$ cat config.mk
export PLATFORM = sky130hd
export DESIGN_NAME = stage_f
export DESIGN_NICKNAME = d
export VERILOG_FILES = /design/src/rtl/stage_f.sv
export SDC_FILE = /design/constraint.sdc
export NUM_CORES = 1
export LEC_CHECK = 0
export BUFFER_PORTS_ARGS = -buffer_cell sky130_fd_sc_hd__buf_2
export CORE_AREA = 2 2 93 95
export DETAILED_ROUTE_END_ITERATION = 10
export DIE_AREA = 0 0 95 97
export GPL_TIMING_DRIVEN = 0
export PLACE_DENSITY = 0.75
export SYNTH_ARGS = -nofsm -noshare
export SYNTH_HDL_FRONTEND = slang
export SYNTH_SLANG_ARGS = --single-unit
$ cat constraint.sdc
create_clock -name clk -period 5.5 [get_ports clk]
set_input_delay 0.825 -clock clk [delete_from_list [all_inputs] [get_ports clk]]
set_output_delay 0.825 -clock clk [all_outputs]
set_load 0.05 [all_outputs]
$ cat src/rtl/stage_f.sv
// Fetch stage: owns the fetch PC, drives the synchronous IM and feeds the F/D register.
// Optional AdEL detection on the fetch PC is built when STAGE_F_ADEL_CHECK_EN is defined.
module stage_f #(
  parameter logic [31:0] RESET_PC   = 32'h0000_3000,
  parameter logic [31:0] HANDLER_PC = 32'h0000_4180,
  parameter logic [31:0] TEXT_LO    = 32'h0000_3000,
  parameter logic [31:0] TEXT_HI    = 32'h0000_6FFC
) (
  input  logic        clk,
  input  logic        rst,
  input  logic        stall,
  input  logic        req,
  input  logic        eret_d,
  input  logic [31:0] epc,
  input  logic        branch_d,
  input  logic        taken_d,
  input  logic [31:0] target_d,
  output logic [31:0] imem_addr,
  input  logic [31:0] imem_rdata,
  output logic [31:0] instr_out,
  output logic [31:0] pc_out,
  output logic [4:0]  exc_out,
  output logic        slot_out,
  output logic        flush_out,
  output logic [31:0] jumpto_out
);

  logic [31:0] pc_reg;
  logic [31:0] pc_next;

  always_comb begin
    pc_next = pc_reg + 32'd4;
    if (rst)
      pc_next = RESET_PC;
    else if (req)
      pc_next = HANDLER_PC;
    else if (stall)
      pc_next = pc_reg;
    else if (eret_d)
      pc_next = epc;
    else if (taken_d)
      pc_next = target_d;
  end

  always_ff @(posedge clk) begin
    if (rst)
      pc_reg <= RESET_PC;
    else
      pc_reg <= pc_next;
  end

  // The IM registers its address, so presenting pc_next lines its data up with pc_reg.
  assign imem_addr  = pc_next;
  assign pc_out     = pc_reg;
  assign slot_out   = branch_d;
  assign flush_out  = eret_d & ~stall & ~req;
  assign jumpto_out = epc;

`ifdef STAGE_F_ADEL_CHECK_EN
  logic adel;
  assign adel      = (pc_reg[1:0] != 2'b00) || (pc_reg < TEXT_LO) || (pc_reg > TEXT_HI);
  assign exc_out   = adel ? 5'd4 : 5'd0;
  assign instr_out = adel ? 32'd0 : imem_rdata;
`else
  logic unused_text_bounds;
  assign unused_text_bounds = ^{TEXT_LO, TEXT_HI};
  assign exc_out   = 5'd0;
  assign instr_out = imem_rdata;
`endif

endmodule

# Yosys cells after proc, flatten, opt, wreduce, memory -nomap -nowiden
# Cells that the tools add are included.
[word_totals]
regBits = 32
latchBits = 0
ramBits = 0
rom_bits = 0
inputBits = 103
output_inout_bits = 135
word_cells = 11
memories = 0
[op_classes]
n_addsub = 1
multipliers = 0
div_mod_pow = 0
order_cmp = 0
n_eq_ne = 0
n_shift = 0
mux = 5
bitwise_logic = 4
n_reduce_logical = 0
[ops]
columns = ["operator", "count"]
rows = [
  ["two-way mux 32 bit", 5],
  ["adder 32 x 3 -> 32 bit, second input constant", 1],
  ["AND 1 bit", 2],
  ["NOT 1 bit", 2],
]

# Logic depth before layout (Yosys ltp)
# Gate-level depths: netlist (run 1).
[logic_depth]
ltp_word = 6
depth_mapped = 7
depth_no_buf = 6

# Least setup slack after synthesis (run 1)
# No wires, ideal clock.
[synth_timing]
path_type = "register -> output"
start = "register pc_reg[2], in the netlist pc_out[2]"
end = "output imem_addr[20]"
t_arrival_ns = 3.130
required_time_ns = 4.675
slack_ns = 1.545
stages_incl_launch_ff = 7
n_path_buf = 0
cell_sequence = "dfxtp_1 -> ha_1 -> nand3_1 -> nor3_2 -> nand4_1 -> xor2_1 -> a211oi_1"
[synth_between]
elab_chain_len = 6
[synth_rtl]
columns = ["element", "line_no", "text"]
rows = [
  ["start: declaration", "28", "logic [31:0] pc_reg;"],
  ["start signal: assignment", "49", "pc_reg <= pc_next;"],
  ["adder 32 x 3 -> 32 bit", "32", "pc_next = pc_reg + 32'd4;"],
  ["two-way mux 32 bit", "41", "else if (taken_d)"],
  ["two-way mux 32 bit", "39", "else if (eret_d)"],
  ["two-way mux 32 bit", "37", "else if (stall)"],
  ["two-way mux 32 bit", "35", "else if (req)"],
  ["two-way mux 32 bit", "33", "if (rst)"],
  ["end: declaration", "18", "output logic [31:0] imem_addr,"],
]
# No other way between the ends.

# Worst setup path after layout (run 1)
[layout_timing]
start = "input eret_d"
end = "output imem_addr[23]"
[layout_between]
elab_chain_len = 4
[layout_rtl]
columns = ["element", "line_no", "text"]
rows = [
  ["start: declaration", "13", "input logic eret_d,"],
  ["two-way mux 32 bit", "39", ""],
  ["two-way mux 32 bit", "37", ""],
  ["two-way mux 32 bit", "35", ""],
  ["two-way mux 32 bit", "33", ""],
]
# No other way between the ends.

==> flow_metrics.env, run 1 <==
export IMPL_cts_hold_buf=0
export IMPL_grt_start_max_net_pins=11
export IMPL_initialDrtViolationCount=119
export IMPL_vias_per_cell=5.28
export IMPL_core_mm2=0.00813
export IMPL_grt_usage=0.226
export IMPL_cpMaxStageDelayCell="clkbuf_1"
export IMPL_clk_path_buf_depth=2
export IMPL_grt_pass1_wl_um=16500
export IMPL_critPathMaxFanout=10
export IMPL_clk_pin_slew_worst_paths_ps=80
export IMPL_rr_endpoint="pc_out[22]"
export IMPL_cpLargestDelayFamily="buffers and inverters"
export IMPL_p_per_area_mw_per_mm2=209
export IMPL_dp_hpwl_um=8530
export IMPL_wl_um=10800
export IMPL_rows=33
export IMPL_ys_top_cells_by_area="dfxtp_1, buf_4, a211oi_1"
export IMPL_total_power_w=0.000845
export IMPL_synth_area_per_cell_um2=7.67
export IMPL_crit_top_cell="clkbuf_1"
export IMPL_vias=3603
export IMPL_numCtsBuffers=5
export IMPL_yosysTopAreaCell="dfxtp_1"
export IMPL_ctsRootBufferMaster="clkbuf_8"
export IMPL_crit_arrival_ps=2950
export IMPL_p_leak_nw=2.03
export IMPL_async_flop_share=0
export IMPL_synth_edf_count=0
export IMPL_start_util=0.348
export IMPL_tightest_slew_ps=723
export IMPL_syn_area_mm2=0.00283
export IMPL_final_cell_count_no_fill=683
export IMPL_drive_gt1_frac=0.490
export IMPL_min_period_ps=3770
export IMPL_synth_top_area_share=0.226
export IMPL_wl_per_cell_um=15.8
export IMPL_dp_cells=675
export IMPL_ys_ff_latch=32
export IMPL_antenna_left=0
export IMPL_relSlewSlack=0.516
export IMPL_synthToLayoutAreaGrowth_pct=43.3
export IMPL_status="finished, final reports clean"
export IMPL_fp_dieArea_mm2=0.00922
export IMPL_fmax_mhz=265
export IMPL_final_fill_count=813
export IMPL_irDropWorstVdd_mv=0.0946
export IMPL_fin_tns_setup_ps=0
export IMPL_hp_start="pc_out[2]"
export IMPL_first_pass_iters=4
export IMPL_h_tree_depth=2
export IMPL_gr_total_overflow=0
export IMPL_hold_path_endpoint="pc_out[2]"
export IMPL_worstRegToRegCells=6
export IMPL_cp_required_ps=4680
export IMPL_synth_common_cells="buf_4, a211oi_1, dfxtp_1, o21ai_0, clkbuf_1"
export IMPL_drcViolationCount=0
export IMPL_synth_most_common_cell="buf_4"
export IMPL_cp_end_kind="output port"
export IMPL_worst_setup_path_type="in -> out"
export IMPL_n_antenna_cell=0
export IMPL_path_buf_inv=4
export IMPL_tritoncts="yes"
export IMPL_cts_resized_gates=0
export IMPL_r2r_start="pc_out[2]"
export IMPL_r2r_slack_ps=3210
export IMPL_ys_warnings_count=0
export IMPL_holdCritPathClass="reg -> reg"
export IMPL_rsz0062_at_grt="no"
export IMPL_maxCapViolCount=0
export IMPL_clkLatencyLatePin_ps=300
export IMPL_clock_skew_final_ps=10.9
export IMPL_startpoint_type="input pin"
export IMPL_setup_viol_count_final=0
export IMPL_fp_dieH_um=97
export IMPL_seq_area_frac_synth=0.226
export IMPL_nets=681
export IMPL_hold_violations=0
export IMPL_syn_inst=369
export IMPL_largest_register_ffs=32
export IMPL_cpPeakStageDelay_ps=540
export IMPL_synth_cell_type_count=47
export IMPL_crit_chain="clkbuf_1, nor3_1, clkbuf_1, clkbuf_1, a211oi_1, buf_2"
export IMPL_slew_viol_final=0
export IMPL_grt_pass1_vias=3398
export IMPL_die_w_um=95
export IMPL_yosys_most_used_dff="dfxtp_1"
export IMPL_grt_antenna_before_repair=0
export IMPL_period_share=0.686
export IMPL_postCtsSetupBuffers=0
export IMPL_num_io_pins=238
export IMPL_io_buffers=197
export IMPL_cts_sinks=32
export IMPL_gp_congestion=0.896
export IMPL_hold_depth=2
## worst max-delay path by stage
| stage | start | endpoint | cells past startpoint |
|---|---|---|---|
| final | eret_d | imem_addr[23] | 6 |
| after global routing | eret_d | imem_addr[23] | 6 |
| after CTS | eret_d | imem_addr[23] | 6 |
| after detailed placement | eret_d | imem_addr[23] | 6 |
| after global placement | eret_d | imem_addr[30] | 6 |
| after floorplan | pc_out[2] | imem_addr[20] | 6 |
## metrics by stage
step | util | area (um2) | worst slack [ps] | hold WS, ps
finish | 0.498 | 4050 | 1730 | 598
global route | 0.498 | 4050 | 1540 | 627
CTS | 0.498 | 4050 | 1720 | 584
detailed placement | 0.487 | 3960 | 1730 | 573
global placement | 0.487 | 3960 | 1790 | 551
floorplan | - | 2840 | 1550 | 769
## power breakdown
| group | leakage [nW] | switching (W) | internal, W |
|---|---|---|---|
| Clock | 0.0510 | 0.0000992 | 0.000100 |
| Combinational | 1.71 | 0.000274 | 0.000112 |
| Sequential | 0.263 | 0.0000170 | 0.000243 |
| Total | 2.03 | 0.000390 | 0.000455 |
## metal layers
layer | wire length [um] | vias to the layer above | GRT usage | share of wire
li1 | - | 1722 | - | -
met4 | 123 | 0 | 0.0569 | 0.011
met2 | 5540 | 188 | 0.408 | 0.51
met5 | 0 | - | 0 | 0
met3 | 899 | 13 | 0.0405 | 0.083
met1 | 4260 | 1680 | 0.271 | 0.39
## area by class of cell
type	instances	area, um2	share of cell area
Multi-Input combinational cell	243	1570	0.388
Timing Repair Buffer	197	986	0.243
Sequential cell	32	641	0.158
Buffer	94	617	0.152
Tap cell	105	131	0.0324
Clock buffer	6	82.6	0.0204
Inverter	4	15.0	0.00370
Clock inverter	2	10.0	0.00247
## worst register-to-register path: cells and delay by family (launching register included)
kind,cells,cell delay [ps]
compound gates,2,360
fa+ha+maj,1,240
flops,1,440
simple gates,3,1150
## placed cells by master (no fill, tap or decap), drive strengths merged, types with 6 or more instances in the layout
cell and n:
o22ai 19, dfxtp 32, nand4 8, and3 6, xor2 20, nand2 18
a21oi 18, nand3 13, nor2 14, buf 270, o21ai 26, a211oi 37
clkbuf 27, nor3 7
## cell families after synthesis
logic type / count (synthesis) / synth area share
adders and majority gates: 1 / 0.00442
other: 1 / 0.00133
AOI/OAI and AO/OA: 128 / 0.303
xor gates and xnor gates: 24 / 0.0743
and+or+nand+nor: 83 / 0.161
muxes: 2 / 0.00708
buffers and inverters: 98 / 0.223
DFF: 32 / 0.226
Note: power is estimated with default switching activity, not from simulation.
==> inputs of run 2 (changes only) <==
Settings changed: CORE_AREA 2 2 93 95 to default, CORE_MARGIN from default to 2, CORE_UTILIZATION from default to 36, DIE_AREA 0 0 95 97 to default, PLACE_DENSITY 0.75 to 0.81.
Clock period 5.5 ns to 3.2 ns, I/O delays scaled along.
==> run 2 against run 1 <==
Critical path depth increased by 1; worst hold slack lost 64 ps; die area fell by 6.9%; cell area grew 1.8%; sequential power rose by 72%; clock-buffer cell count is 1 lower; combinational power rose by 74%; clock power is 46% higher; utilization rose by 3.8 points; final cell count is 0.88% lower; global-route usage is 0.29 points lower; register-to-register slack lost 2100 ps; critical path type is now reg -> out; critical endpoint is now imem_addr[30]; largest power group unchanged; highest routed layer unchanged.
==> flow_metrics.env, run 2 (synthesis results as in run 1) <==
export IMPL_clkLatencyLatePin_ps=280
export IMPL_placed_area_mm2=0.00405
export IMPL_maxCapViolCount=0
export IMPL_cpLargestDelayFamily="simple AND/OR/NAND/NOR gates"
export IMPL_min_period_ps=3020
export IMPL_vias=3594
export IMPL_drcViolationCount=0
export IMPL_grt_antenna_before_repair=0
export IMPL_nets=681
export IMPL_hold_violations=0
export IMPL_final_cell_mix="buf_2, buf_4, dfxtp_1"
export IMPL_worstRegToRegCells=6
export IMPL_utilization=0.537
export IMPL_period_share=0.943
export IMPL_gp_congestion=0.880
export IMPL_pre_cts_slack_ps=30.1
export IMPL_dp_hpwl_um=8190
export IMPL_clk_path_buf_depth=2
export IMPL_num_io_pins=238
export IMPL_grt_usage=0.223
export IMPL_io_buffers=197
export IMPL_vias_per_cell=5.31
export IMPL_initialDrtViolationCount=111
export IMPL_status="finished, final reports clean"
export IMPL_cp_required_ps=2720
export IMPL_crit_arrival_ps=2540
export IMPL_fin_area_mm2=0.00413
export IMPL_wl_per_cell_um=15.3
export IMPL_numCtsBuffers=5
export IMPL_drive_gt1_frac=0.522
export IMPL_cts_sinks=32
export IMPL_crit_top_cell="nand3_1"
export IMPL_h_tree_depth=2
export IMPL_core_mm2=0.00769
export IMPL_p_per_area_mw_per_mm2=342
export IMPL_total_power_w=0.00141
export IMPL_cpPeakStageDelay_ps=470
export IMPL_synthToLayoutAreaGrowth_pct=45.9
export IMPL_path_buf_inv=1
export IMPL_critPathMaxFanout=10
export IMPL_startpoint_type="flop"
export IMPL_grt_pass1_vias=3224
export IMPL_hold_depth=3
export IMPL_crit_chain="ha_1, nand3_1, nor3_4, nand3_1, xor2_1, a211oi_2, buf_2"
export IMPL_fmax_mhz=331
export IMPL_cpMaxStageDelayCell="nor3_4"
export IMPL_first_pass_iters=5
export IMPL_final_setup_worst_slack_ps=182
export IMPL_p_leak_nw=2.05
export IMPL_ctsRootBufferMaster="clkbuf_8"
export IMPL_clk_pin_slew_worst_paths_ps=70
export IMPL_antenna_left=0
export IMPL_largest_register_ffs=32
export IMPL_path_depth=7
export IMPL_holdCritPathClass="in -> reg"
export IMPL_irDropWorstVdd_mv=0.196
export IMPL_n_antenna_cell=0
export IMPL_fp_dieH_um=92.6
export IMPL_tightest_slew_ps=709
export IMPL_rows=32
export IMPL_layout_commonest_cell="buf_2"
export IMPL_setup_viol_count_final=0
export IMPL_grt_start_max_net_pins=11
export IMPL_rsz0062_at_grt="no"
export IMPL_fp_dieArea_mm2=0.00858
export IMPL_worst_setup_path_type="reg -> out"
export IMPL_wl_um=10300
export IMPL_tritoncts="yes"
export IMPL_grt_pass1_wl_um=15400
export IMPL_cp_end_kind="output port"
export IMPL_slew_viol_final=0
export IMPL_relSlewSlack=0.527
export IMPL_start_util=0.368
export IMPL_gr_total_overflow=0
export IMPL_die_w_um=92.6
export IMPL_fin_tns_setup_ps=0
export IMPL_clock_skew_final_ps=8.13
run 2: changes by cell type in the layout (fill, tap and decap cells not counted), moves of 2 or more:
cell,before,now
clkinv_2,2,0
clkbuf_1,21,19
a211oi_1,37,20
clkbuf_2,0,2
a211oi_2,0,17
run 2: repair_timing:
item / 4_1_cts / 5_1_grt
gates resized for setup: 1 / 3
setup endpoints to repair: 10 / 13
hold buffers: 0 / 0
buffers inserted: 0 / 0
run 2: where the power goes:
part           internal [W]  switching (W)  leakage (nW)
Clock              0.000140       0.000149        0.0359
Combinational      0.000196       0.000476          1.75
Sequential         0.000419      0.0000291         0.263
run 2: worst paths after layout:
kind,startpoint,endpoint,slack (ps)
max,pc_out[2],imem_addr[30],180
min,target_d[1],pc_out[1],530
max reg2reg,pc_out[2],pc_out[22],1100
min reg2reg,pc_out[2],pc_out[2],600
run 2: worst register-to-register path, stage by stage (launching register included):
cell and delay, ps:
dfxtp_1 450, ha_1 250, nand3_1 200, nor3_4 480, and3_1 260, o311ai_0 160
o211a_1 200
run 2: routing by layer:
| layer | vias up | part of all wire | routed length [um] | GRT usage |
|---|---|---|---|---|
| li1 | 1714 | - | - | - |
| met1 | 1692 | 0.41 | 4260 | 0.282 |
| met2 | 171 | 0.50 | 5160 | 0.396 |
| met3 | 17 | 0.075 | 773 | 0.0366 |
| met4 | 0 | 0.015 | 152 | 0.0527 |
| met5 | - | 0 | 0 | 0 |
run 2: per-stage QoR:
step | std cells | hold slack, ps
floorplan | 373 | 690
global placement | 672 | 552
detailed placement | 672 | 581
CTS | 677 | 523
global route | 677 | 548
finish | 677 | 533
run 2: final cells by class:
| class | count | area, um2 |
|---|---|---|
| buffer | 94 | 619 |
| clock buffer | 5 | 68.8 |
| fill | 799 | 3560 |
| inverter | 4 | 15.0 |
| multi-input combinational | 243 | 1670 |
| sequential | 32 | 641 |
| tap | 102 | 128 |
| timing repair buffer | 197 | 986 |
==> inputs of run 3 (changes only) <==
Settings changed: RECOVER_POWER from default to 50.
==> run 3 against run 2 <==
Total power fell by 0.98%; sequential share of layout area rose by 0.39 points; clock skew barely moved; sequential cell count did not move; die area did not move; critical endpoint is now imem_addr[26].
==> flow_metrics.env, run 3 (synthesis results as in run 1) <==
export IMPL_crit_start="pc_out[2]"
export IMPL_grt_pass1_vias=3224
export IMPL_cts_resized_gates=1
export IMPL_die_w_um=92.6
export IMPL_cts_hold_buf=0
export IMPL_p_per_area_mw_per_mm2=347
export IMPL_cpPeakStageDelay_ps=470
export IMPL_vias_per_cell=5.29
export IMPL_drcViolationCount=0
export IMPL_grt_start_max_net_pins=11
export IMPL_path_buf_inv=1
export IMPL_gp_congestion=0.880
export IMPL_hold_violations=0
export IMPL_core_mm2=0.00769
export IMPL_fp_dieArea_mm2=0.00858
export IMPL_status="finished, final reports clean"
export IMPL_n_antenna_cell=0
export IMPL_cp_required_ps=2720
export IMPL_slew_viol_final=0
export IMPL_cpMaxStageDelayCell="nor3_4"
export IMPL_clk_pin_slew_worst_paths_ps=70
export IMPL_path_depth=7
export IMPL_first_pass_iters=5
export IMPL_hold_ws_ps=533
export IMPL_io_buffers=197
export IMPL_dp_hpwl_um=8190
export IMPL_wl_um=10400
export IMPL_final_cell_mix="buf_2, clkbuf_1, buf_4"
export IMPL_setup_viol_count_final=0
export IMPL_antenna_left=0
export IMPL_gr_total_overflow=0
export IMPL_largest_register_ffs=32
export IMPL_p_leak_nw=1.81
export IMPL_start_util=0.368
export IMPL_numCtsBuffers=5
export IMPL_crit_arrival_ps=2520
export IMPL_worst_setup_path_type="reg -> out"
export IMPL_rows=32
export IMPL_worstRegToRegCells=6
export IMPL_postCtsSetupBuffers=0
export IMPL_clk_path_buf_depth=2
export IMPL_h_tree_depth=2
export IMPL_rr_endpoint="pc_out[22]"
export IMPL_min_period_ps=3000
export IMPL_vias=3583
export IMPL_r2r_start="pc_out[2]"
export IMPL_clock_skew_final_ps=8.03
export IMPL_fmax_mhz=333
export IMPL_cpLargestDelayFamily="simple AND/OR/NAND/NOR gates"
export IMPL_r2r_slack_ps=1110
export IMPL_initialDrtViolationCount=138
export IMPL_nets=681
export IMPL_wl_per_cell_um=15.4
export IMPL_drive_gt1_frac=0.381
export IMPL_relSlewSlack=0.539
export IMPL_grt_pass1_wl_um=15400
export IMPL_grt_usage=0.223
export IMPL_layout_commonest_cell="buf_2"
export IMPL_startpoint_type="flop"
export IMPL_cts_sinks=32
export IMPL_ctsRootBufferMaster="clkbuf_8"
export IMPL_critPathMaxFanout=10
export IMPL_total_power_w=0.00140
export IMPL_holdCritPathClass="in -> reg"
export IMPL_grt_antenna_before_repair=0
export IMPL_period_share=0.938
export IMPL_clkLatencyLatePin_ps=280
export IMPL_tightest_slew_ps=692
export IMPL_rsz0062_at_grt="no"
export IMPL_maxCapViolCount=0
export IMPL_crit_chain="ha_1, nand3_1, nor3_4, nand4_1, xor2_1, a211oi_2, buf_2"
export IMPL_irDropWorstVdd_mv=0.195
export IMPL_synthToLayoutAreaGrowth_pct=42.3
export IMPL_fin_tns_setup_ps=0
export IMPL_crit_path_end="imem_addr[26]"
export IMPL_fp_dieH_um=92.6
export IMPL_num_io_pins=238
export IMPL_utilization=0.524
export IMPL_cp_end_kind="output port"
export IMPL_tritoncts="yes"
-- run 3: cell count changes in the layout (fill, tap and decap cells not counted), sizes merged --
cell	change
buf	-81
clkbuf	+81
-- run 3: layout make-up --
type / instances / area (um2)
plain buffers: 94 / 619
inverters: 4 / 15.0
clock buffers: 5 / 68.8
multi-input cells: 243 / 1670
repair buffers: 197 / 885
fillers: 837 / 3660
well taps: 102 / 128
flip-flops and latches: 32 / 641
-- run 3: tightest hold or removal path, delay by kind of cell --
kind	cells	cell delay [ps]
compound gates	2	210
buf+inv	1	80
-- run 3: worst min path at each step --
stage | start | end | slack [ps] | cells after the start
3_5_place_dp | pc_out[2] | pc_out[2] | 580 | 2
3_3_place_gp | pc_out[2] | pc_out[2] | 550 | 2
5_1_grt | epc[5] | pc_out[5] | 550 | 3
6_report | target_d[1] | pc_out[1] | 530 | 3
4_1_cts | target_d[0] | pc_out[0] | 520 | 3
2_1_floorplan | epc[14] | pc_out[14] | 690 | 2
-- run 3: where the power goes --
group,internal [W],switching [W],leakage (nW)
clock,0.000140,0.000149,0.0359
combinational,0.000180,0.000478,1.51
sequential,0.000419,0.0000292,0.263
-- run 3: stage by stage --
step                      cells  worst slack (ps)  cell area, um2
after floorplan             373              59.4            2940
after global placement      672              23.3            4050
after detailed placement    672              30.1            4050
after CTS                   677              22.5            4120
after global routing        677              30.8            4030
final                       677               197            4030
-- run 3: metal layers --
layer / GRT usage / share of wire / vias to the layer above
met5: 0 / 0 / -
met4: 0.0527 / 0.013 / 0
met2: 0.396 / 0.50 / 172
met1: 0.282 / 0.41 / 1679
met3: 0.0366 / 0.079 / 15
li1: - / - / 1717
